<file path="config.mk">
export PLATFORM = sky130hd
export DESIGN_NAME = debounce_ctrl
export DESIGN_NICKNAME = d
export VERILOG_FILES = /design/src/rtl/debounce_ctrl.sv
export SDC_FILE = /design/constraint.sdc
export NUM_CORES = 1
export LEC_CHECK = 0
export ABC_AREA = 1
export BUFFER_PORTS_ARGS = -buffer_cell sky130_fd_sc_hd__buf_2
export CAP_MARGIN = 20
export CORE_UTILIZATION = 45
export CTS_CLUSTER_DIAMETER = 60
export DETAILED_ROUTE_END_ITERATION = 12
export GPL_ROUTABILITY_DRIVEN = 0
export PLACE_DENSITY = 0.64
export SYNTH_ARGS = -nofsm -noshare
export SYNTH_HDL_FRONTEND = slang
export SYNTH_SLANG_ARGS = --single-unit
</file>
<file path="constraint.sdc">
create_clock -name clk -period 4.3 [get_ports clk]
set_input_delay 0.215 -clock clk [delete_from_list [all_inputs] [get_ports clk]]
set_output_delay 0.215 -clock clk [all_outputs]
set_load 0.02 [all_outputs]
</file>
<file path="src/rtl/debounce_ctrl.sv">
// Debouncer that arms an external timer when the synchronised input changes and
// commits the new level only if the input holds until the timer reports expiry.
module debounce_ctrl #(
  parameter int   SYNC_STAGES = 2,
  parameter logic RESET_LEVEL = 1'b0,
  parameter int   GLITCH_W    = 8,
  parameter int   WDOG_LIMIT  = 65535,
  parameter int   WDOG_W      = 16
) (
  input  logic                clk,
  input  logic                rst,
  input  logic                raw_in,
  output logic                tmr_start,
  input  logic                tmr_done,
  output logic                clean_out,
  output logic                rise_pulse,
  output logic                fall_pulse,
  output logic [GLITCH_W-1:0] glitch_cnt,
  output logic                wdog_err
);

  typedef enum logic [1:0] {
    ST_STABLE = 2'd0,
    ST_WAIT   = 2'd1,
    ST_DRAIN  = 2'd2
  } state_e;

  localparam bit              WDOG_EN   = (WDOG_LIMIT != 0);
  localparam logic [WDOG_W-1:0] WDOG_LAST = WDOG_W'(WDOG_LIMIT - 1);

  state_e                state_q, state_d;
  logic [SYNC_STAGES-1:0] sync_q, sync_d;
  logic                  tmr_done_q, tmr_done_d;
  logic                  tmr_start_q, tmr_start_d;
  logic                  clean_out_q, clean_out_d;
  logic                  rise_pulse_q, rise_pulse_d;
  logic                  fall_pulse_q, fall_pulse_d;
  logic [GLITCH_W-1:0]   glitch_cnt_q, glitch_cnt_d;
  logic                  wdog_err_q, wdog_err_d;
  logic [WDOG_W-1:0]     wdog_cnt_q, wdog_cnt_d;

  logic                  sync_in;
  logic                  done_ev;
  logic                  differs;
  logic                  wdog_hit;
  logic [GLITCH_W-1:0]   glitch_inc;

  always_comb begin
    sync_d     = {sync_q[SYNC_STAGES-2:0], raw_in};
    tmr_done_d = tmr_done;
    sync_in    = sync_q[SYNC_STAGES-1];
    done_ev    = tmr_done & ~tmr_done_q;
    differs    = (sync_in != clean_out_q);
    wdog_hit   = WDOG_EN && (state_q != ST_STABLE) && (wdog_cnt_q == WDOG_LAST);
    glitch_inc = (&glitch_cnt_q) ? glitch_cnt_q : glitch_cnt_q + GLITCH_W'(1);
  end

  always_ff @(posedge clk) begin
    if (rst) begin
      state_q      <= ST_STABLE;
      sync_q       <= {SYNC_STAGES{RESET_LEVEL}};
      tmr_done_q   <= 1'b0;
      tmr_start_q  <= 1'b0;
      clean_out_q  <= RESET_LEVEL;
      rise_pulse_q <= 1'b0;
      fall_pulse_q <= 1'b0;
      glitch_cnt_q <= '0;
      wdog_err_q   <= 1'b0;
      wdog_cnt_q   <= '0;
    end else begin
      state_q      <= state_d;
      sync_q       <= sync_d;
      tmr_done_q   <= tmr_done_d;
      tmr_start_q  <= tmr_start_d;
      clean_out_q  <= clean_out_d;
      rise_pulse_q <= rise_pulse_d;
      fall_pulse_q <= fall_pulse_d;
      glitch_cnt_q <= glitch_cnt_d;
      wdog_err_q   <= wdog_err_d;
      wdog_cnt_q   <= wdog_cnt_d;
    end
  end

  // A reverted input without a same-cycle expiry must drain the outstanding timer run.
  always_comb begin
    state_d = state_q;
    case (state_q)
      ST_STABLE: if (differs) state_d = ST_WAIT;
      ST_WAIT: begin
        if (done_ev || wdog_hit) state_d = ST_STABLE;
        else if (!differs)       state_d = ST_DRAIN;
      end
      ST_DRAIN: if (done_ev || wdog_hit) state_d = ST_STABLE;
      default: state_d = ST_STABLE;
    endcase
  end

  always_comb begin
    tmr_start_d  = 1'b0;
    rise_pulse_d = 1'b0;
    fall_pulse_d = 1'b0;
    clean_out_d  = clean_out_q;
    glitch_cnt_d = glitch_cnt_q;
    wdog_err_d   = wdog_err_q;
    wdog_cnt_d   = wdog_cnt_q;
    case (state_q)
      ST_STABLE: begin
        if (differs) begin
          tmr_start_d = 1'b1;
          wdog_cnt_d  = '0;
        end
      end
      ST_WAIT: begin
        wdog_cnt_d = wdog_cnt_q + WDOG_W'(1);
        if (!differs) begin
          glitch_cnt_d = glitch_inc;
        end else if (done_ev) begin
          clean_out_d  = sync_in;
          rise_pulse_d = sync_in;
          fall_pulse_d = ~sync_in;
        end
        if (!done_ev && wdog_hit) wdog_err_d = 1'b1;
      end
      ST_DRAIN: begin
        wdog_cnt_d = wdog_cnt_q + WDOG_W'(1);
        if (!done_ev && wdog_hit) wdog_err_d = 1'b1;
      end
      default: ;
    endcase
  end

  assign tmr_start  = tmr_start_q;
  assign clean_out  = clean_out_q;
  assign rise_pulse = rise_pulse_q;
  assign fall_pulse = fall_pulse_q;
  assign glitch_cnt = glitch_cnt_q;
  assign wdog_err   = wdog_err_q;

endmodule
</file>
==> reports/qor.txt <==
Outcome - complete, no violations
Final worst setup slack - 2210 ps
TritonCTS buffer count - 5
Postcts setup bufs - 0
GRT overflow - 0
Syn Area/Cell - 6.87 um2
Switching Share - 37.6%
Share of layout cells above drive strength 1 - 15.6%
Chip width - 64.2 um
Largest net degree at the start of global routing - 13
Max cap viols - 0
First-pass GRT wire length - 5940 um
R2R depth - 9
CTS tree - done
CTS clock-pin slew for the worst setup and hold paths - 70 ps
CTS resizes - 0
Syn-to-layout area delta - 12.7%
Yosys warnings - 0
DRC viols - 0
Fin. max-slew vios - 0
Fin crit share - 48.5%
Worst EP arrival - 2270 ps
Share of power burned in registers - 41.1%
Number of setup violations in the final report - 0
Die height - 64.2 um
Worst-path fanout max - 11
Vias in the first global route - 1,359
Initial Util - 47.2%
Mapped cell area - 0.00174 mm2
Post-Syn Nets - 264
Clock root buffer - clkbuf_8
Routed wire length - 3360 um
Startpoint types - flip-flop
Tightest Hold Check Type - in2reg
Clock power share - 28.7%
Worst slew pin tran - 467 ps
Initial antenna violation count - 0
Commonest non-fill, non-tap cells in the layout - nand2_1 (57), inv_1 (42), nor2_1 (35)
Drt pass-1 iters - 4
Peak supply drop - 281 uV
DR vias - 1,508
Hold depth - 3
Skew-Pair Late Insertion Delay - 290 ps
Finished Layout Cells - 323
Number of H-tree levels - 2
Core region area - 0.00369 mm2
Register area share after synthesis - 39.1%
Num rows - 22
Clk sinks - 34
Critical Path RT - 4480 ps
Most common cell after layout, fill and taps aside - nand2_1
Net switching power - 327 uW
Die area - 0.00412 mm2
Post-synth cell types - 28
Unrepaired setup endpoints after global routing - false
Antenna Nets Post-Route - 0
Ant diodes - 0
Leakage - 0.000866 uW
WL/cell - 10.4 um
Iteration-0 DRC Markers - 79
Worst Path Class, Setup - reg2reg
Setup TNS - 0 ps
Fmax - 479 MHz
Post-synthesis register bit count - 34
Nets - 285
Fill cells - 388
Post-route minimum period - 2090 ps
CP endpoint kind - flip-flop
Total GRT Usage - 18.8%
Clock skew - 4.90 ps
Final hold vios - 0
# IOs - 17
Power Dens Cells - 444 mW/mm2
Quantity of I/O buffers inserted on ports - 16
Vias per cell - 4.67
Power Total - 869 uW
Finished Core Util - 53.1%
Hold buffer count at cts - 0
Dpl hpwl - 2430 um
Syn Inst Count - 253
Inst Count DP - 315
Internal Dissipation - 542 uW
Comb pwr share - 30.2%
Slew margin rel. - 68.9%
CTS max path bufs - 2
Setup Slack @ Placement - 2240 ps
## registers in the layout, summed over array words and instances, names as in the netlist
| name | flops |
|---|---|
| clean_out | 1 |
| fall_pulse | 1 |
| glitch_cnt | 8 |
| rise_pulse | 1 |
| state_q | 2 |
| sync_q | 2 |
| tmr_done_q | 1 |
| tmr_start | 1 |
| wdog_cnt_q | 16 |
| wdog_err | 1 |
## critical path: stages (launching register included)
cell	delay, ps
dfxtp_1	360
inv_1	80
ha_1	330
inv_1	100
o21ai_2	420
nand2_1	90
nand2_1	200
clkinv_2	190
o21ai_0	130
nor2_1	60
## power groups by stage
| stage | clock network, uW | logic (uW) | registers (uW) |
|---|---|---|---|
| final | 249 | 262 | 357 |
| after global routing | 273 | 298 | 360 |
| after CTS | 256 | 262 | 357 |
| after detailed placement | 0 | 261 | 365 |
| after global placement | 0 | 261 | 363 |
| after floorplan | 0 | 209 | 369 |
## final timing paths
check	from	endpoint	slack, ps
max	state_q[0]	wdog_cnt_q[4]	2210
max reg2reg	state_q[0]	wdog_cnt_q[4]	2210
min reg2reg	sync_q[0]	sync_q[1]	410
min	raw_in	sync_q[0]	120
## stage by stage
step	hold WS (ps)	area [um2]
final	118	1960
after global routing	116	1960
after CTS	114	1960
after detailed placement	401	1860
after global placement	390	1860
after floorplan	293	1740
## kinds of logic (layout without fill, tap and decap cells)
group,after synthesis,count (layout),share of synthesized area (%)
adder cells (fa/ha/maj),7,7,5.04
buffers and inverters,48,70,10.9
flip-flops,34,34,39.1
XOR/XNOR,3,3,1.51
AO/OA/AOI/OAI,30,30,10.3
AND/OR/NAND/NOR,131,131,33.2
## final cells by class
| cell class | instances | area, um2 | share of cell area [%] |
|---|---|---|---|
| Inverter | 46 | 174 | 8.88 |
| Tap cell | 48 | 60.1 | 3.07 |
| Sequential cell | 34 | 681 | 34.7 |
| Timing Repair Buffer | 16 | 80.1 | 4.09 |
| Clock buffer | 6 | 82.6 | 4.21 |
| Clock inverter | 2 | 12.5 | 0.639 |
| Multi-Input combinational cell | 171 | 870 | 44.4 |
## Yosys cell counts
library cell	instances	area, um2
a211oi_1	1	7.51
a21oi_1	13	65.1
a21oi_2	3	26.3
buf_6	1	11.3
clkbuf_1	1	3.75
clkinv_1	1	3.75
clkinv_2	1	5.00
dfxtp_1	34	681
ha_1	7	87.6
inv_1	42	158
inv_2	2	7.51
nand2_1	57	214
nand2_2	4	25.0
nand2_4	1	11.3
nand3_1	13	65.1
nand4_1	6	37.5
nor2_1	35	131
nor2_2	3	18.8
nor3_1	9	45.0
nor3_4	1	16.3
o21ai_0	8	40.0
o21ai_2	3	26.3
o21bai_1	1	7.51
o22ai_1	1	6.26
or2_1	1	6.26
or2_2	1	6.26
xnor2_1	2	17.5
xor2_1	1	8.76
## metal layers
metal | global-route usage (%) | part of all wire, % | up-vias
met5 | 0 | 0 | -
met4 | 11.1 | 1.5 | 0
met3 | 4.46 | 3.9 | 6
met2 | 28.9 | 43 | 22
met1 | 23.9 | 51 | 647
li1 | - | - | 833
Note: power is estimated with default switching activity, not from simulation.
